===== src/rtl/dircc_mem_pkg.sv =====
// Shared widths, depth and record types for the node RAM arbiter.
// Request and read-return tag layouts are common to the top and the bench.
package dircc_mem_pkg;

    localparam int ADDR_W = 13;
    localparam int DATA_W = 32;
    localparam int BE_W   = DATA_W / 8;
    localparam int DEPTH  = 5120;

    typedef struct packed {
        logic [ADDR_W-1:0] addr;
        logic [BE_W-1:0]   be;
        logic              rd;
        logic              wr;
        logic [DATA_W-1:0] wdata;
    } mem_req_t;

    typedef struct packed {
        logic valid;
        logic master;
        logic oor;
    } rd_tag_t;

endpackage


===== src/rtl/dircc_node_mem_arbiter_if.sv =====
// One Avalon-MM pipelined master link with a fixed one-cycle read response.
// The master modport is the requester side; the slave modport is the arbiter side.
interface dircc_node_mem_arbiter_if;
    import dircc_mem_pkg::*;

    logic [ADDR_W-1:0] address;
    logic [BE_W-1:0]   byteenable;
    logic              read;
    logic              write;
    logic [DATA_W-1:0] writedata;
    logic              waitrequest;
    logic [DATA_W-1:0] readdata;
    logic              readdatavalid;

    modport master (
        output address, byteenable, read, write, writedata,
        input  waitrequest, readdata, readdatavalid
    );

    modport slave (
        input  address, byteenable, read, write, writedata,
        output waitrequest, readdata, readdatavalid
    );

endinterface


===== src/rtl/dircc_rr_arb2.sv =====
// Two-way round-robin arbiter: single grant per cycle, preference flips to the
// other requester after every grant and holds while nothing is granted.
module dircc_rr_arb2 (
    input  logic       clk,
    input  logic       reset,
    input  logic [1:0] req_i,
    input  logic       advance_i,
    output logic [1:0] grant_o
);

    logic ptr_q;  // 1 = m1 preferred
    logic ptr_d;

    // NOTE: state registers use non-blocking assignments so every flop samples pre-edge values.
    always_ff @(posedge clk) begin
        if (reset) ptr_q <= 1'b0;
        else       ptr_q <= ptr_d;
    end

    always_comb begin
        ptr_d = ptr_q;
        if (advance_i) ptr_d = grant_o[0];
    end

    // NOTE: every always_comb output gets a default first so no latch is inferred.
    always_comb begin
        grant_o = 2'b00;
        unique case (req_i)
            2'b01:   grant_o = 2'b01;
            2'b10:   grant_o = 2'b10;
            2'b11:   grant_o = ptr_q ? 2'b10 : 2'b01;
            default: grant_o = 2'b00;
        endcase
    end

endmodule


===== src/rtl/dircc_node_mem_arbiter.sv =====
// Shares the node's single-port RAM between the Nios data master (m0) and the
// message/DMA engine (m1): one access per cycle, fixed one-cycle read return.
module dircc_node_mem_arbiter #(
    parameter int DEPTH = dircc_mem_pkg::DEPTH,
    parameter logic [dircc_mem_pkg::DATA_W-1:0] OOR_RDATA = '0
) (
    input  logic                              clk,
    input  logic                              reset,
    input  logic                              mem_reset_req,
    dircc_node_mem_arbiter_if.slave           m0,
    dircc_node_mem_arbiter_if.slave           m1,
    output logic [dircc_mem_pkg::ADDR_W-1:0]  mem_address,
    output logic [dircc_mem_pkg::BE_W-1:0]    mem_byteenable,
    output logic                              mem_chipselect,
    output logic                              mem_write,
    output logic [dircc_mem_pkg::DATA_W-1:0]  mem_writedata,
    output logic                              mem_clken,
    input  logic [dircc_mem_pkg::DATA_W-1:0]  mem_readdata
);
    import dircc_mem_pkg::*;

    localparam logic [ADDR_W:0] DEPTH_W = DEPTH[ADDR_W:0];

    mem_req_t          req0, req1, sel;
    logic [1:0]        req_ok, grant;
    logic              granted, sel_oor;
    rd_tag_t           tag_q, tag_d;
    logic [DATA_W-1:0] rdata_ret, hold0_q, hold1_q;
    logic              rdv0, rdv1;

    always_comb begin
        req0.addr  = m0.address;
        req0.be    = m0.byteenable;
        req0.rd    = m0.read;
        req0.wr    = m0.write;
        req0.wdata = m0.writedata;
        req1.addr  = m1.address;
        req1.be    = m1.byteenable;
        req1.rd    = m1.read;
        req1.wr    = m1.write;
        req1.wdata = m1.writedata;
    end

    // Reset and a RAM reset request both freeze arbitration entirely.
    assign req_ok = {m1.read | m1.write, m0.read | m0.write} & {2{~reset & ~mem_reset_req}};

    dircc_rr_arb2 u_arb (
        .clk       (clk),
        .reset     (reset),
        .req_i     (req_ok),
        .advance_i (|req_ok),
        .grant_o   (grant)
    );

    assign granted = |grant;
    assign sel     = grant[1] ? req1 : req0;
    assign sel_oor = {1'b0, sel.addr} >= DEPTH_W;

    assign mem_address    = sel.addr;
    assign mem_byteenable = sel.wr ? sel.be : '1;
    assign mem_chipselect = granted & ~sel_oor;
    assign mem_write      = granted & sel.wr;
    assign mem_writedata  = sel.wdata;
    assign mem_clken      = 1'b1;

    assign m0.waitrequest = ~grant[0];
    assign m1.waitrequest = ~grant[1];

    // Read-and-write together is a write, so only a pure read earns a response.
    always_comb begin
        tag_d.valid  = granted & sel.rd & ~sel.wr;
        tag_d.master = grant[1];
        tag_d.oor    = sel_oor;
    end

    always_ff @(posedge clk) begin
        if (reset) tag_q <= '0;
        else       tag_q <= tag_d;
    end

    // A tag still in flight when reset rises must not surface as a response.
    assign rdata_ret = tag_q.oor ? OOR_RDATA : mem_readdata;
    assign rdv0      = tag_q.valid & ~tag_q.master & ~reset;
    assign rdv1      = tag_q.valid &  tag_q.master & ~reset;

    // NOTE: the held read data is pure datapath, qualified by readdatavalid, so it carries no reset.
    always_ff @(posedge clk) begin
        if (rdv0) hold0_q <= rdata_ret;
        if (rdv1) hold1_q <= rdata_ret;
    end

    assign m0.readdatavalid = rdv0;
    assign m1.readdatavalid = rdv1;
    assign m0.readdata      = rdv0 ? rdata_ret : hold0_q;
    assign m1.readdata      = rdv1 ? rdata_ret : hold1_q;

endmodule

===== src/flat_wrapper.sv =====
// flat-port wrapper written by rule: the top's interface ports become plain ports
module dircc_node_mem_arbiter_flat import dircc_mem_pkg::*;
#(
    parameter int DEPTH = dircc_mem_pkg::DEPTH,
    parameter logic [dircc_mem_pkg::DATA_W-1:0] OOR_RDATA = '0
)
  (clk, reset, mem_reset_req, mem_address, mem_byteenable, mem_chipselect, mem_write, mem_writedata, mem_clken, mem_readdata, m0_address, m0_byteenable, m0_read, m0_write, m0_writedata, m0_waitrequest, m0_readdata, m0_readdatavalid, m1_address, m1_byteenable, m1_read, m1_write, m1_writedata, m1_waitrequest, m1_readdata, m1_readdatavalid);
  dircc_node_mem_arbiter_if m0_i ();
  dircc_node_mem_arbiter_if m1_i ();
  input  logic clk;
  input  logic reset;
  input  logic mem_reset_req;
  output logic [dircc_mem_pkg::ADDR_W-1:0] mem_address;
  output logic [dircc_mem_pkg::BE_W-1:0] mem_byteenable;
  output logic mem_chipselect;
  output logic mem_write;
  output logic [dircc_mem_pkg::DATA_W-1:0] mem_writedata;
  output logic mem_clken;
  input  logic [dircc_mem_pkg::DATA_W-1:0] mem_readdata;
  input wire logic [$bits(m0_i.address)-1:0] m0_address;
  input wire logic [$bits(m0_i.byteenable)-1:0] m0_byteenable;
  input wire logic [$bits(m0_i.read)-1:0] m0_read;
  input wire logic [$bits(m0_i.write)-1:0] m0_write;
  input wire logic [$bits(m0_i.writedata)-1:0] m0_writedata;
  output wire logic [$bits(m0_i.waitrequest)-1:0] m0_waitrequest;
  output wire logic [$bits(m0_i.readdata)-1:0] m0_readdata;
  output wire logic [$bits(m0_i.readdatavalid)-1:0] m0_readdatavalid;
  input wire logic [$bits(m1_i.address)-1:0] m1_address;
  input wire logic [$bits(m1_i.byteenable)-1:0] m1_byteenable;
  input wire logic [$bits(m1_i.read)-1:0] m1_read;
  input wire logic [$bits(m1_i.write)-1:0] m1_write;
  input wire logic [$bits(m1_i.writedata)-1:0] m1_writedata;
  output wire logic [$bits(m1_i.waitrequest)-1:0] m1_waitrequest;
  output wire logic [$bits(m1_i.readdata)-1:0] m1_readdata;
  output wire logic [$bits(m1_i.readdatavalid)-1:0] m1_readdatavalid;
  assign m0_i.address = m0_address;
  assign m0_i.byteenable = m0_byteenable;
  assign m0_i.read = m0_read;
  assign m0_i.write = m0_write;
  assign m0_i.writedata = m0_writedata;
  assign m0_waitrequest = m0_i.waitrequest;
  assign m0_readdata = m0_i.readdata;
  assign m0_readdatavalid = m0_i.readdatavalid;
  assign m1_i.address = m1_address;
  assign m1_i.byteenable = m1_byteenable;
  assign m1_i.read = m1_read;
  assign m1_i.write = m1_write;
  assign m1_i.writedata = m1_writedata;
  assign m1_waitrequest = m1_i.waitrequest;
  assign m1_readdata = m1_i.readdata;
  assign m1_readdatavalid = m1_i.readdatavalid;
  dircc_node_mem_arbiter #(.DEPTH(DEPTH), .OOR_RDATA(OOR_RDATA)) u_core (.clk(clk), .reset(reset), .mem_reset_req(mem_reset_req), .m0(m0_i), .m1(m1_i), .mem_address(mem_address), .mem_byteenable(mem_byteenable), .mem_chipselect(mem_chipselect), .mem_write(mem_write), .mem_writedata(mem_writedata), .mem_clken(mem_clken), .mem_readdata(mem_readdata));
endmodule

===== config.mk =====
export PLATFORM = sky130hd
export DESIGN_NAME = dircc_node_mem_arbiter_flat
export DESIGN_NICKNAME = d
export VERILOG_FILES = /design/src/rtl/dircc_mem_pkg.sv /design/src/rtl/dircc_node_mem_arbiter_if.sv /design/src/rtl/dircc_rr_arb2.sv /design/src/rtl/dircc_node_mem_arbiter.sv /design/src/flat_wrapper.sv
export SDC_FILE = /design/constraint.sdc
export NUM_CORES = 1
export LEC_CHECK = 0
export ABC_AREA = 1
export CAP_MARGIN = 20
export CELL_PAD_IN_SITES_DETAIL_PLACEMENT = 1
export CELL_PAD_IN_SITES_GLOBAL_PLACEMENT = 1
export CORE_UTILIZATION = 22
export DETAILED_ROUTE_END_ITERATION = 10
export PLACE_DENSITY_LB_ADDON = 0.1
export SLEW_MARGIN = 20
export SYNTH_ARGS = -nofsm -noshare
export SYNTH_HDL_FRONTEND = slang
export SYNTH_SLANG_ARGS = --single-unit

===== constraint.sdc =====
create_clock -name clk -period 1.77 [get_ports clk]
set_input_delay 0.2655 -clock clk [delete_from_list [all_inputs] [get_ports clk]]
set_output_delay 0.2655 -clock clk [all_outputs]
set_load 0.03 [all_outputs]

==> metrics.cfg, run 1 <==
[hold_path]
hold_path.class=in2reg

[drt]
drc=0
wl_per_cell_microns=17.4
routed_wl_mm=16.2
antenna_left=0
met1_length_mm=5.64
dr_wl_met3_mm=1.18
drtIter0Drc=70
highest_layer=met5
drtPass1Iterations=4
vias=3978
wl_met2_mm=8.96
avgViaCountPerCell=4.30

[setup_path]
worstSetupPathType=reg2out
end_kind=output pin
path_common_cell=buf_12
critical-path-slowest-cell=dfxtp_2
critPathTopFamily=buffers and inverters
cpPeakStageDelay_ps=340
path_max_fanout=5
cp_data_required_time_ps=1500
arrival_ps=1680
cp_num_buf_inv=4
startpoint_type=register
crit_chain=nand2_2 -> nor2_4 -> buf_12 -> buf_12 -> buf_8 -> mux2_4 -> buf_6

[placement]
io_buffers=255
dp_hpwl_mm=10.6
finalWeightedCongestion=0.766
dp_cells=859
pre_cts_ws_ps=-705
placedInstanceArea_sq_mm=0.00611

[global_route]
grt_max_degree=15
grt_pass1_vias=4280
grt_pass1_wl_mm=22.2
grt-ovfl-total=0
grt_usage=0.196
antenna_found_initial=4

[layout]
n_fill_cell=1503
fin_cells=926
drive_above_1_share=0.575
multiInputGateArea_sq_mm=0.00242
final_nets=875
design_area_sq_mm=0.00837
areaGrowthSynthToFinish_pct=160
regArea_sq_mm=0.00137

[logic_synthesis]
syn_avg_cell_area_sq_um=8.01
yosys_register_bits=68
syn-num-nets=538
ys_warn_count=0
synthCells=401
ys_seq_area_frac=0.424
yosysUniqueCellTypes=24
syn-cell-area_sq_mm=0.00321

[sta]
whs_ps=333
hold_violations=0
finClkSkew_ps=5.33
finalMaxSlewViolations=0
rsz0062_at_grt=true
fin_ws_ps=-179
min_period_over_period=1.10
setup_viol_count_final=103
min_period_ps=1950
maxClockFrequency_ghz=0.513

[clock_network]
cts.sinks=68
cts_buffers=9
insertion_delay_ps=330
cts.path.max_buffers=2
cts_max_level=3
cts_root_buffer=clkbuf_16
ctsHoldBuffers=0
clk_pin_slew_ps=50
cts_tree=built

[floorplanning]
core-area_sq_mm=0.0140
num_io_pins=257
fp-row-count=43
die_x_microns=123
die_h_microns=123
die-area_sq_mm=0.0151
start_util=0.229

[outcome]
violations=setup timing
run_status=finished, violations left

[power]
power.density_mw_per_mm2=888
leakage_nw=4.16
finalPower_mw=7.43
vdd_drop_max_v=0.000568

[flow_run]
max-cap-violations=0

metal layers:
| layer | GRT usage | up-vias |
|---|---|---|
| li1 | - | 1906 |
| met1 | 0.187 | 1886 |
| met2 | 0.389 | 155 |
| met3 | 0.0664 | 29 |
| met4 | 0.0564 | 2 |
| met5 | 0 | - |
stage by stage:
step                      setup TNS [ps]   util
after floorplan                        0      -
after global placement            -48610  0.435
after detailed placement          -50090  0.435
after CTS                          -9090  0.546
after global routing              -17300  0.596
final                             -10070  0.596
layout make-up:
| cell class | instances | area share |
|---|---|---|
| timing repair buffer | 345 | 0.456 |
| multi-input combinational | 269 | 0.289 |
| sequential | 68 | 0.163 |
| clock buffer | 11 | 0.0278 |
| tap | 180 | 0.0269 |
| inverter | 44 | 0.0232 |
| clock inverter | 5 | 0.0120 |
| timing repair inverter | 1 | 0.00135 |
| antenna | 3 | 0.000897 |
power by group:
group	internal (mW)	total (mW)	switching (mW)
combinational	1.74	3.44	1.70
clock	1.37	2.02	0.645
sequential	1.87	1.97	0.104
worst reg2reg max path: stages (launching register included):
cell and delay (ps):
dfxtp_2 340, nand2_2 60, nor2_4 150, buf_12 140, buf_12 120, buf_8 110, mux2_4 310, buf_4 130
registers in the layout, indices dropped and copies added, names as in the netlist:
name / flops
u_core.hold0_q: 32
u_core.u_arb.ptr_q: 1
u_core.hold1_q: 32
u_core.tag_q: 3
kinds of logic (layout without fill, tap and decap cells):
logic type             count (synthesis)  in the layout  synth area share
DFF                                   68             68             0.424
other                                  1              4           0.00117
muxes                                 64             64             0.224
AOI/OAI and AO/OA                      7              7            0.0129
and+or+nand+nor                      197            197             0.243
buffers and inverters                 64            406            0.0954
Yosys cell counts:
| master | instances | area, sq um |
|---|---|---|
| a211oi_1 | 1 | 7.51 |
| a21oi_1 | 4 | 20.0 |
| buf_2 | 6 | 30.0 |
| buf_4 | 9 | 67.6 |
| buf_6 | 3 | 33.8 |
| clkbuf_1 | 2 | 7.51 |
| conb_1 | 1 | 3.75 |
| dfxtp_1 | 68 | 1360 |
| inv_1 | 42 | 158 |
| inv_2 | 1 | 3.75 |
| inv_4 | 1 | 6.26 |
| mux2_1 | 1 | 11.3 |
| mux2_2 | 63 | 709 |
| nand2_1 | 151 | 567 |
| nand2_2 | 1 | 6.26 |
| nand2_4 | 1 | 11.3 |
| nand3_1 | 5 | 25.0 |
| nand3b_1 | 1 | 7.51 |
| nor2_1 | 34 | 128 |
| nor2_2 | 1 | 6.26 |
| nor2_4 | 2 | 22.5 |
| o21ai_0 | 1 | 5.00 |
| o21ai_2 | 1 | 8.76 |
| or2_2 | 1 | 6.26 |
what timing repair did:
item | 4_1_cts | 5_1_grt
gates resized for setup | 511 | 194
cloned | 7 | 3
setup buffers | 35 | 12
pin swaps | 22 | 51
setup endpoints to repair | 117 | 114
layout by cell type (no fill, tap or decap), drive strengths merged, types with 3 or more instances in the layout:
master | Yosys | routed
buf | 18 | 207
dlygate4sd2 | 0 | 4
inv | 44 | 44
clkinv | 0 | 3
clkdlybuf4s50 | 0 | 130
nand3 | 5 | 5
a21oi | 4 | 4
nor2 | 37 | 37
nand2 | 153 | 153
diode | 0 | 3
dfxtp | 68 | 68
mux2 | 64 | 64
bufinv | 0 | 3
clkbuf | 2 | 15
worst paths after layout:
check                                   startpoint                  to  slack, ps  cells after the start
worst max-delay path               u_core.tag_q[1]      m1_readdata[6]       -180                      7
worst min register to register  u_core.hold0_q[17]  u_core.hold0_q[17]        480                      1
worst min-delay path                         reset     u_core.tag_q[0]        330                      4
worst max register to register     u_core.tag_q[1]   u_core.hold1_q[6]        320                      7
Note: power is estimated with default switching activity, not from simulation.
==> run 2: changes to the inputs <==
--- a/config.mk
+++ b/config.mk
@@ -10,6 +10,7 @@
 export CELL_PAD_IN_SITES_DETAIL_PLACEMENT = 1
 export CELL_PAD_IN_SITES_GLOBAL_PLACEMENT = 1
 export CORE_UTILIZATION = 22
+export CTS_CLUSTER_SIZE = 10
 export DETAILED_ROUTE_END_ITERATION = 10
 export PLACE_DENSITY_LB_ADDON = 0.1
 export SLEW_MARGIN = 20
==> results of run 2 <==
Final layout, timing and power as in run 1 (identical DEF).
